[src/rtl/vedic_mul16_seq.sv]
// Sequential 16x16 unsigned multiplier. It reuses one Urdhva-Tiryagbhyam 8x8 core over four
// steps and returns the 32-bit product on a valid/ready port.
module vedic_mul16_seq #(
    parameter bit REG_CORE = 1'b0
) (
    input  logic        clk,
    input  logic        rst_n,
    input  logic        in_valid,
    output logic        in_ready,
    input  logic [15:0] in_a,
    input  logic [15:0] in_b,
    input  logic        abort,
    output logic        out_valid,
    input  logic        out_ready,
    output logic [31:0] out_p,
    output logic        busy
);

    typedef enum logic [1:0] {StIdle, StCalc, StDone} state_t;

    state_t      state_q, state_d;
    logic [2:0]  step_q, step_d;
    logic [15:0] a_q, b_q;
    logic [31:0] acc_q, acc_d;
    logic [31:0] out_p_q, out_p_d;

    logic        accept;
    logic        issue;
    logic [1:0]  issue_tag;
    logic [7:0]  core_a, core_b;
    logic [15:0] core_p;
    logic        acc_en;
    logic [15:0] acc_pp;
    logic [1:0]  acc_tag;
    logic [31:0] pp_ext;
    logic [31:0] acc_sum;
    logic        last;

    // 2x2 vertical-and-crosswise cell built from two half adders.
    function automatic logic [3:0] vedic_2x2(input logic [1:0] a, input logic [1:0] b);
        logic [3:0] r;
        logic       cross0;
        logic       cross1;
        logic       c;
        cross0 = a[1] & b[0];
        cross1 = a[0] & b[1];
        c      = cross0 & cross1;
        r[0]   = a[0] & b[0];
        r[1]   = cross0 ^ cross1;
        r[2]   = (a[1] & b[1]) ^ c;
        r[3]   = (a[1] & b[1]) & c;
        return r;
    endfunction

    function automatic logic [7:0] vedic_4x4(input logic [3:0] a, input logic [3:0] b);
        logic [3:0] q0, q1, q2, q3;
        q0 = vedic_2x2(a[1:0], b[1:0]);
        q1 = vedic_2x2(a[3:2], b[1:0]);
        q2 = vedic_2x2(a[1:0], b[3:2]);
        q3 = vedic_2x2(a[3:2], b[3:2]);
        return {4'b0, q0} + {2'b0, q1, 2'b0} + {2'b0, q2, 2'b0} + {q3, 4'b0};
    endfunction

    function automatic logic [15:0] vedic_8x8(input logic [7:0] a, input logic [7:0] b);
        logic [7:0] q0, q1, q2, q3;
        q0 = vedic_4x4(a[3:0], b[3:0]);
        q1 = vedic_4x4(a[7:4], b[3:0]);
        q2 = vedic_4x4(a[3:0], b[7:4]);
        q3 = vedic_4x4(a[7:4], b[7:4]);
        return {8'b0, q0} + {4'b0, q1, 4'b0} + {4'b0, q2, 4'b0} + {q3, 8'b0};
    endfunction

    assign in_ready  = (state_q == StIdle);
    assign busy      = ~in_ready;
    assign out_valid = (state_q == StDone);
    assign out_p     = out_p_q;

    // Abort wins over a new operand pair presented in IDLE.
    assign accept    = in_ready & in_valid & ~abort;

    assign issue     = (state_q == StCalc) && (step_q < 3'd4);
    assign issue_tag = step_q[1:0];

    always_comb begin
        core_a = a_q[7:0];
        core_b = b_q[7:0];
        unique case (issue_tag)
            2'd0: begin
                core_a = a_q[7:0];
                core_b = b_q[7:0];
            end
            2'd1: begin
                core_a = a_q[15:8];
                core_b = b_q[7:0];
            end
            2'd2: begin
                core_a = a_q[7:0];
                core_b = b_q[15:8];
            end
            2'd3: begin
                core_a = a_q[15:8];
                core_b = b_q[15:8];
            end
        endcase
    end

    assign core_p = vedic_8x8(core_a, core_b);

    generate
        if (REG_CORE) begin : g_core_reg
            // Accumulation runs one cycle behind issue; the tag follows its product.
            logic [15:0] pp_q;
            logic [1:0]  tag_q;
            logic        vld_q;

            always_ff @(posedge clk or negedge rst_n) begin
                if (!rst_n) begin
                    pp_q  <= '0;
                    tag_q <= '0;
                    vld_q <= 1'b0;
                end else begin
                    vld_q <= issue & ~abort;
                    if (issue) begin
                        pp_q  <= core_p;
                        tag_q <= issue_tag;
                    end
                end
            end

            assign acc_en  = vld_q;
            assign acc_pp  = pp_q;
            assign acc_tag = tag_q;
        end else begin : g_core_comb
            assign acc_en  = issue;
            assign acc_pp  = core_p;
            assign acc_tag = issue_tag;
        end
    endgenerate

    always_comb begin
        pp_ext = {16'b0, acc_pp};
        unique case (acc_tag)
            2'd0:       pp_ext = {16'b0, acc_pp};
            2'd1, 2'd2: pp_ext = {8'b0, acc_pp, 8'b0};
            2'd3:       pp_ext = {acc_pp, 16'b0};
        endcase
    end

    assign acc_sum = acc_q + pp_ext;
    assign last    = acc_en && (acc_tag == 2'd3);

    always_comb begin
        state_d = state_q;
        step_d  = step_q;
        acc_d   = acc_q;
        out_p_d = out_p_q;
        case (state_q)
            StIdle: begin
                if (accept) begin
                    state_d = StCalc;
                    step_d  = 3'd0;
                    acc_d   = '0;
                end
            end
            StCalc: begin
                if (abort) begin
                    state_d = StIdle;
                    step_d  = 3'd0;
                    acc_d   = '0;
                end else begin
                    if (issue) begin
                        step_d = step_q + 3'd1;
                    end
                    if (acc_en) begin
                        acc_d = acc_sum;
                    end
                    if (last) begin
                        state_d = StDone;
                        step_d  = 3'd0;
                        out_p_d = acc_sum;
                    end
                end
            end
            StDone: begin
                if (abort) begin
                    state_d = StIdle;
                    acc_d   = '0;
                end else if (out_ready) begin
                    state_d = StIdle;
                end
            end
            default: begin
                state_d = StIdle;
                step_d  = 3'd0;
                acc_d   = '0;
            end
        endcase
    end

    always_ff @(posedge clk or negedge rst_n) begin
        if (!rst_n) begin
            state_q <= StIdle;
            step_q  <= '0;
            acc_q   <= '0;
            out_p_q <= '0;
        end else begin
            state_q <= state_d;
            step_q  <= step_d;
            acc_q   <= acc_d;
            out_p_q <= out_p_d;
        end
    end

    always_ff @(posedge clk or negedge rst_n) begin
        if (!rst_n) begin
            a_q <= '0;
            b_q <= '0;
        end else if (accept) begin
            a_q <= in_a;
            b_q <= in_b;
        end
    end

endmodule
[config.mk]
export PLATFORM = sky130hd
export DESIGN_NAME = vedic_mul16_seq
export DESIGN_NICKNAME = d
export VERILOG_FILES = /design/src/rtl/vedic_mul16_seq.sv
export SDC_FILE = /design/constraint.sdc
export NUM_CORES = 1
export LEC_CHECK = 0
export CAP_MARGIN = 20
export CORE_MARGIN = 1
export CORE_UTILIZATION = 50
export DETAILED_ROUTE_END_ITERATION = 10
export PLACE_DENSITY_LB_ADDON = 0.15
export SLEW_MARGIN = 0
export SYNTH_ARGS = -nofsm -noshare
export SYNTH_HDL_FRONTEND = slang
export SYNTH_SLANG_ARGS = --single-unit
[constraint.sdc]
create_clock -name clk -period 8.5 [get_ports clk]
set_input_delay 0.85 -clock clk [delete_from_list [all_inputs] [get_ports clk]]
set_output_delay 0.85 -clock clk [all_outputs]
set_load 0.01 [all_outputs]
Word level (Yosys, flattened, before mapping)
Cells that the tools add are included.
{"block": "totals", "ff_bits": 101, "in_bits": 37, "out_inout_bits": 35, "wordCells": 200}
{"block": "op_classes", "n_addsub": 17, "magnitude_cmp": 1, "n_eq_ne": 11, "mux": 19, "n_bitwise": 133, "n_reduce_logical": 13}
{"operator": "case mux 32 bit (3 select lines)", "count": 2}
{"operator": "two-way mux 32 bit", "count": 4}
{"operator": "bitwise AND 1 bit", "count": 98}
{"operator": "adder 32 bit", "count": 1}
{"operator": "adder 7 x 6 -> 8 bit", "count": 4}
{"operator": "adder 8 bit", "count": 4}
{"operator": "case mux 8 bit (2 select lines)", "count": 2}
{"operator": "XOR 1 bit", "count": 32}
{"operator": "adder 4 x 6 -> 7 bit", "count": 4}
{"operator": "adder 14 x 16 -> 16 bit", "count": 1}
{"operator": "adder 13 x 12 -> 14 bit", "count": 1}
{"operator": "adder 8 x 12 -> 13 bit", "count": 1}
{"operator": "two-way mux 3 bit", "count": 4}
{"operator": "AND reduction 3 bit", "count": 4}
{"operator": "two-way mux 2 bit", "count": 5}
{"operator": "OR reduction 2 bit", "count": 5}
{"operator": "case mux 3 bit (3 select lines)", "count": 1}
{"operator": "equality test 2 bit (second input constant)", "count": 3}
{"operator": "inequality test 3 bit (second input constant)", "count": 2}
{"operator": "case mux 2 bit (3 select lines)", "count": 1}
{"operator": "equality test 2 x 1 -> 1 bit (second input constant)", "count": 2}
{"operator": "logical NOT 2 bit", "count": 2}
{"operator": "inequality test 4 bit (second input constant)", "count": 1}
{"operator": "adder 3 x 1 -> 3 bit (second input constant)", "count": 1}
{"operator": "other kinds (6)", "count": 9}

Depth between registers and ports, before layout
Gate-level depths: netlist (run 1).
{"block": "depth", "word_depth": 17, "mapped_depth": 35, "depth_no_buf": 34}

Worst setup path before layout (run 1)
No wires, ideal clock.
{"block": "synth_timing", "path_type": "register to register", "startpoint": "reg step_q[0]", "endpoint": "reg out_p_q[28] (netlist: out_p[28])", "setup_ns": 0.125, "arrival_time_ns": 7.657, "t_required_ns": 8.375, "path_slack_ns": 0.718, "stages_incl_launch_ff": 35, "n_path_buf": 2, "synth_period_minus_slack_ns": 7.782, "path_cell_list": "dfrtp_1 > ha_1 > clkbuf_1 > nor2_1 > mux2i_1 > nor2_1 > ha_1 > ha_1 > inv_1 > fa_1 > inv_1 > fa_1 > a21o_1 > a21oi_1 > xor2_1 > fa_1 > inv_1 > ha_1 > a21oi_1 > nor2b_1 > o21ai_0 > a21oi_1 > a21oi_1 > xor2_1 > o22ai_1 > ha_1 > buf_2 > nand2_1 > o21ai_1 > a311o_1 > a21oi_2 > a21oi_2 > o41ai_2 > xnor2_1 > mux2_4"}
{"block": "synth_via", "elab_chain_cells": 14, "elab_cells_between_ends": 160, "cone_classes": "add/sub: 16; order compare: 1; eq/ne: 3; mux: 3; bitwise: 128; reduce/logical: 9"}
{"element": "start, declared", "line": "22", "rtl": "logic [2:0] step_q, step_d;"}
{"element": "start signal, assigned", "line": "208", "rtl": "step_q <= step_d;"}
{"element": "equality test 2 bit (tied with other cells)", "line": "87, 142, 150"}
{"element": "OR reduction 2 bit (no source line)"}
{"element": "case mux 8 bit (2 select lines)", "line": "87", "rtl": "unique case (issue_tag)"}
{"element": "bitwise AND 1 bit, on equally long branches", "line": "45, 46"}
{"element": "bitwise AND 1 bit", "line": "47", "rtl": "c = cross0 & cross1;"}
{"element": "XOR 1 bit / bitwise AND 1 bit (equally long branches)", "line": "50, 51"}
{"element": "adder 4 x 6 -> 7 bit", "line": "61", "rtl": "return {4'b0, q0} + {2'b0, q1, 2'b0} + {2'b0, q2, 2'b0} + {q3, 4'b0};"}
{"element": "adder 7 x 6 -> 8 bit", "line": "61"}
{"element": "adder 8 bit", "line": "61"}
{"element": "adder 8 x 12 -> 13 bit", "line": "70", "rtl": "return {8'b0, q0} + {4'b0, q1, 4'b0} + {4'b0, q2, 4'b0} + {q3, 8'b0};"}
{"element": "adder 13 x 12 -> 14 bit", "line": "70"}
{"element": "adder 14 x 16 -> 16 bit", "line": "70"}
{"element": "case mux 32 bit (3 select lines)", "line": "142", "rtl": "unique case (acc_tag)"}
{"element": "adder 32 bit", "line": "149", "rtl": "assign acc_sum = acc_q + pp_ext;"}
{"element": "end signal, assigned", "line": "210", "rtl": "out_p_q <= out_p_d;"}
{"element": "end, declared", "line": "25", "rtl": "logic [31:0] out_p_q, out_p_d;"}
Several ways; a longest one is shown, not always the timed one.
A chain may end at the register's enable or synchronous reset.

Worst setup path after layout (run 1)
{"block": "layout_timing", "startpoint": "reg step_q[0]", "endpoint": "reg out_p_q[27] (netlist: out_p[27])"}
Same word-level chain as after synthesis.

==> summary.md, run 1 <==
| Metric | Value |
|---|---|
| CTS sink count | `101` |
| # setup viols final | `0` |
| Remaining global-route overflow | `0` |
| Yosys cell types | `53` |
| Synth warn | `0` |
| Relative slew slack | `35.4%` |
| Clock Pin Slew Worst Setup and Hold Paths | `0.07 ns` |
| Skew-Pair Late Insertion Delay | `0.35 ns` |
| Share of cells above drive strength 1 | `11.6%` |
| DR DRC count | `0` |
| Critical Path Max Stage Delay | `0.54 ns` |
| Worst Path Arrival | `8.22 ns` |
| Post-synth EDFFs | `0` |
| Final Non-Filler Cells | `1,183` |
| Worst-path maximum fanout | `8` |
| Mean post-synth cell area | `9.20 um2` |
| DRT Pass-1 Iters | `5` |
| GRT Resource Usage Total | `24.3%` |
| Initial DRC count | `363` |
| Die area | `16,800 um2` |
| Dpl cells | `1,167` |
| Core Util, Final | `60.3%` |
| Max Fclk | `125 MHz` |
| Core area | `15,900 um2` |
| Worst path required time | `8.74 ns` |
| Most frequent cell on the critical path | `ha_1` |
| CTS tree | `built` |
| Final WL | `19,200 um` |
| Worst hold-check path type | `flip-flop to flip-flop` |
| Flops & latches, synth | `101` |
| # resized after CTS | `0` |
| CP Launch Type | `flip-flop` |
| Cells after Synth | `887` |
| Fin. max-slew vios | `0` |
| # nets final | `1,121` |
| GPL Wtd Cong | `1.00` |
| # Max-Cap Violations | `0` |
| Post-synthesis sequential area ratio | `31.0%` |
| Maximum buffer depth of the clock tree | `2` |
| Final Cycle Share | `93.9%` |
| Post-CTS Setup Inserts | `0` |
| Slew @ Worst Pin | `0.967 ns` |
| Clk_skew | `0.00617 ns` |
| R2R Path Start | `step_q[0]$_DFFE_PN0P_` |
| Cts bufs inserted | `9` |
| Io pins | `72` |
| Top-area cell type share of the netlist area | `31.0%` |
| Routed vias/inst | `5.47` |
| Crit-path slowest cell | `fa_1` |
| Post-Synthesis Cell Area | `8160 um2` |
| DPL Wire Length | `14,800 um` |
| Vias | `6,474` |
| First-pass GRT wire length | `31,600 um` |
| HP Start | `out_p[12]$_DFFE_PN0P_` |
| Post-Syn Nets | `1,045` |
| Worst Setup End Kind | `flip-flop` |
| Avg WL per Cell | `16.2 um` |
| Area growth from synthesis to layout | `17.5%` |
| DRT antenna net count | `0` |
| Top_reg_cell synth | `dfrtp_1` |
| N_diodes | `0` |
| Synth top area cells | `dfrtp_1 (31%), ha_1 (14%), fa_1 (7.4%)` |
| Clock tree root driver cell | `clkbuf_16` |
| Floorplan row count | `46` |
| Port-buffer cells | `71` |
| Die height | `130 um` |
| Hold Buf Count CTS | `0` |
| Initial Utilization | `51.4%` |
| Number of H-tree branching levels | `3` |
| Final-report hold violation count | `0` |
| Die W | `130 um` |
| Vias in the first global route | `6,488` |
| Initial antenna violation count | `0` |
| Setup crit start | `step_q[0]$_DFFE_PN0P_` |
| Min Tclk post-route | `7.98 ns` |
| FFs w/ async S/R, synth | `100%` |
| Status | `finished clean` |
| Largest net degree at the start of global routing | `58` |
| Dominant cell type by area after synthesis | `dfrtp_1` |
| Critical path class | `flip-flop to flip-flop` |
-- synthesized netlist by cell type, types with 4 or more instances --
library cell	count
ha_1	91
mux2_2	40
a31oi_1	7
xnor2_1	26
o21ai_0	44
dfrtp_1	101
o22ai_1	6
o31ai_1	7
a21o_1	24
o21bai_1	5
nand3_1	12
a21oi_1	36
nand2_1	94
and3_1	7
a22o_1	27
inv_1	73
mux2i_1	17
clkbuf_1	24
xor2_1	23
and2_1	10
or2_2	16
nor3_1	12
fa_1	30
a21oi_2	4
a211oi_1	10
nor2b_1	8
nor2_1	94
nand2b_1	5
-- critical path, delay by kind of cell (launching register included) --
kind / cells / cell delay [ns]
AOI/OAI and AO/OA: 15 / 2.78
muxes: 1 / 0.20
DFF: 1 / 0.44
and+or+nand+nor: 3 / 0.32
adders and majority gates: 8 / 2.96
xor gates and xnor gates: 2 / 0.36
buffers and inverters: 7 / 0.81
-- cell families after synthesis --
logic type / count (synthesis) / share of synthesized area, %
xor+xnor: 49 / 5.26
fa+ha+maj: 121 / 21.3
compound gates: 191 / 15.7
buf+inv: 102 / 4.78
flops: 101 / 31.0
mux: 58 / 7.79
simple gates: 265 / 14.2
-- final timing paths --
kind	endpoint	slack (ns)	cells past startpoint
worst max-delay path	out_p[27]$_DFFE_PN0P_	0.52	36
worst min-delay path	out_p[12]$_DFFE_PN0P_	0.47	2
worst max register to register	out_p[27]$_DFFE_PN0P_	0.52	36
worst min register to register	out_p[12]$_DFFE_PN0P_	0.47	2
max in group asynchronous	b_q[4]$_DFFE_PN0P_	6.89	2
min in group asynchronous	acc_q[5]$_DFFE_PN0P_	0.49	1
-- state kept, by name, summed over array words and instances (netlist names) --
name     count
b_q         16
step_q       3
a_q         16
acc_q       32
state_q      2
out_p       32
-- cell usage in the layout (no fill, tap or decap), types with 24 or more instances in the layout --
cell type / n
a21o_1: 24
a21oi_1: 36
a22o_1: 27
clkdlybuf4s50_1: 70
dfrtp_1: 101
fa_1: 30
ha_1: 89
inv_1: 73
mux2_2: 40
nand2_1: 94
nor2_1: 91
o21ai_0: 43
xnor2_1: 26
-- final cells by class --
cell class,instances,area [um2]
fill,1416,6300
multi-input combinational,684,5300
sequential,101,2530
timing repair buffer,93,893
inverter,74,278
tap,216,270
clock buffer,10,239
clock inverter,5,82.6
-- through the flow --
stage	setup TNS (ns)	instance area (um2)	setup slack (ns)	hold slack [ns]
3_5_place_dp	0	9190	0.168	0.462
4_1_cts	0	9510	0.0934	0.478
6_report	0	9590	0.520	0.470
3_3_place_gp	0	9190	0.152	0.458
2_1_floorplan	0	8160	0.718	0.455
5_1_grt	-0.0293	9590	-0.0153	0.494
-- metal layers --
layer,GRT usage [%],vias to the layer above,part of all wire (%)
met5,0,-,0
met4,7.32,0,2.0
met3,4.06,33,3.9
met2,43.6,137,50
met1,29.9,3095,44
li1,-,3209,-
Power of run 1 is left out: the tool's default activity adds up to more than one toggle a clock period on the data nets, which glitch-free logic cannot reach.
==> inputs of run 2 (changes only) <==
DONT_BUFFER_PORTS = 1   (was unset)
SKIP_CTS_REPAIR_TIMING = 1   (was unset)
==> run 2 against run 1 <==
  * Via count decreased by 1.3%
  * Worst setup slack lost 0.026 ns
  * First-iteration DRC count shrank 1.9%
  * Non-clock buffer count decreased by 72
  * Sequential share of layout area is 2.2 points higher
  * Global-route usage grew 0.23 points
  * Worst hold slack got worse by 0.29 ns
  * Die area unchanged
  * Critical endpoint is now out_p[28]$_DFFE_PN0P_
  * Highest routed layer unchanged
==> summary.md, run 2 (synthesized netlist as in run 1, its figures left out) <==
| Metric | Value |
|---|---|
| DR DRC count | `0` |
| Status | `finished clean` |
| Routed vias/inst | `5.75` |
| # Max-Cap Violations | `0` |
| First-pass GRT wire length | `31,700 um` |
| CTS sink count | `101` |
| Final Cycle Share | `94.2%` |
| Fin. max-slew vios | `0` |
| Commonest non-fill, non-tap cell in the layout | `dfrtp_1` |
| Clock tree root driver cell | `clkbuf_16` |
| Vias in the first global route | `6,481` |
| GRT Resource Usage Total | `24.5%` |
| CTS tree | `built` |
| GPL Wtd Cong | `1.05` |
| Setup crit start | `step_q[0]$_DFFE_PN0P_` |
| Floorplan row count | `46` |
| Final-report hold violation count | `0` |
| Min Tclk post-route | `8.01 ns` |
| Largest net degree at the start of global routing | `102` |
| Io pins | `72` |
| Worst path required time | `8.75 ns` |
| Initial Utilization | `51.4%` |
| Number of H-tree branching levels | `3` |
| Slew @ Worst Pin | `1.04 ns` |
| Die height | `130 um` |
| Maximum buffer depth of the clock tree | `2` |
| R2R Path Start | `step_q[0]$_DFFE_PN0P_` |
| Initial antenna violation count | `0` |
| Die W | `130 um` |
| CP Launch Type | `flip-flop` |
| DPL Wire Length | `15,400 um` |
| Multi-input gate area | `5280 um2` |
| Worst-path maximum fanout | `9` |
| Most frequent cell on the critical path | `ha_1` |
| Share of cells above drive strength 1 | `12.3%` |
| Cts bufs inserted | `9` |
| Vias | `6,390` |
| Clock Pin Slew Worst Setup and Hold Paths | `0.08 ns` |
| Die area | `16,800 um2` |
| Final WL | `19,500 um` |
| Worst hold-check path type | `input port to asynchronous set/reset pin` |
| Area growth from synthesis to layout | `8.51%` |
| # nets final | `1,049` |
| Most frequent cells in the layout | `dfrtp_1 (101), nand2_1 (94), nor2_1 (91)` |
| Clk_skew | `0.00721 ns` |
| Max Fclk | `125 MHz` |
| Filler cells | `1,449` |
| Remaining global-route overflow | `0` |
| Critical Path Max Stage Delay | `0.54 ns` |
| Critical path class | `flip-flop to flip-flop` |
| Core area | `15,900 um2` |
| # setup viols final | `0` |
| Initial DRC count | `356` |
| Worst Path Arrival | `8.26 ns` |
| Setup TNS | `0 ns` |
| DRT antenna net count | `0` |
| Avg WL per Cell | `17.6 um` |
| Register area | `2530 um2` |
| N_diodes | `0` |
| Skew-Pair Late Insertion Delay | `0.36 ns` |
| Port-buffer cells | `0` |
| Relative slew slack | `30.6%` |
| Worst Setup End Kind | `flip-flop` |
| DRT Pass-1 Iters | `6` |
| RSZ-0062 raised after global routing | `false` |
| Crit-path slowest cell | `fa_1` |
==> run 2: cell types whose count changed in the layout (fill, tap and decap cells not counted), sizes merged <==
cell and change:
bufinv -1, inv +3, buf -2, clkinvlp +1, clkbuf -1, clkinv -1, clkdlybuf4s50 -70
==> run 2: final cells by class <==
cell class | instances | share of cell area [%]
tap | 216 | 3.05
multi-input combinational | 684 | 59.7
clock inverter | 7 | 1.03
clock buffer | 9 | 2.54
inverter | 74 | 3.14
sequential | 101 | 28.5
timing repair buffer | 21 | 2.01
==> run 2: per-layer routing <==
layer / GRT usage (%) / vias up / wire (um)
met5: 0 / - / 0
met4: 11.8 / 0 / 786
met3: 4.39 / 45 / 844
met2: 43.8 / 178 / 9660
met1: 28.4 / 3093 / 8260
li1: - / 3074 / -
==> run 2: path summary, 6_finish.rpt <==
check                      slack [ns]  depth (start not counted)                    end
setup reg to reg                 0.49                         33  out_p[28]$_DFFE_PN0P_
max in group asynchronous        8.21                          0     b_q[6]$_DFFE_PN0P_
hold reg to reg                  0.49                          2  acc_q[25]$_DFFE_PN0P_
setup / recovery                 0.49                         33  out_p[28]$_DFFE_PN0P_
min in group clk                 0.49                          2  acc_q[25]$_DFFE_PN0P_
hold / removal                   0.18                          0  acc_q[11]$_DFFE_PN0P_
==> run 2: through the flow <==
| stage | instances | hold WS (ns) | util (%) | area [um2] | setup slack [ns] |
|---|---|---|---|---|---|
| after floorplan | 887 | 0.455 | - | 8160 | 0.718 |
| after global placement | 1095 | 0.473 | 53.4 | 8480 | 0.411 |
| after detailed placement | 1095 | 0.477 | 53.4 | 8480 | 0.264 |
| after CTS | 1111 | 0.166 | 55.3 | 8790 | 0.208 |
| after global routing | 1112 | 0.163 | 55.7 | 8850 | 0.0451 |
| final | 1112 | 0.177 | 55.7 | 8850 | 0.493 |
==> run 2: critical path: cells and delay by family (launching register included) <==
kind	cells	cell delay, ns
and+or+nand+nor	4	0.40
muxes	2	0.53
AOI/OAI and AO/OA	12	2.51
xor gates and xnor gates	3	0.52
buffers and inverters	3	0.44
adders and majority gates	9	3.05
DFF	1	0.44
Power of run 2 is left out for the same reason.
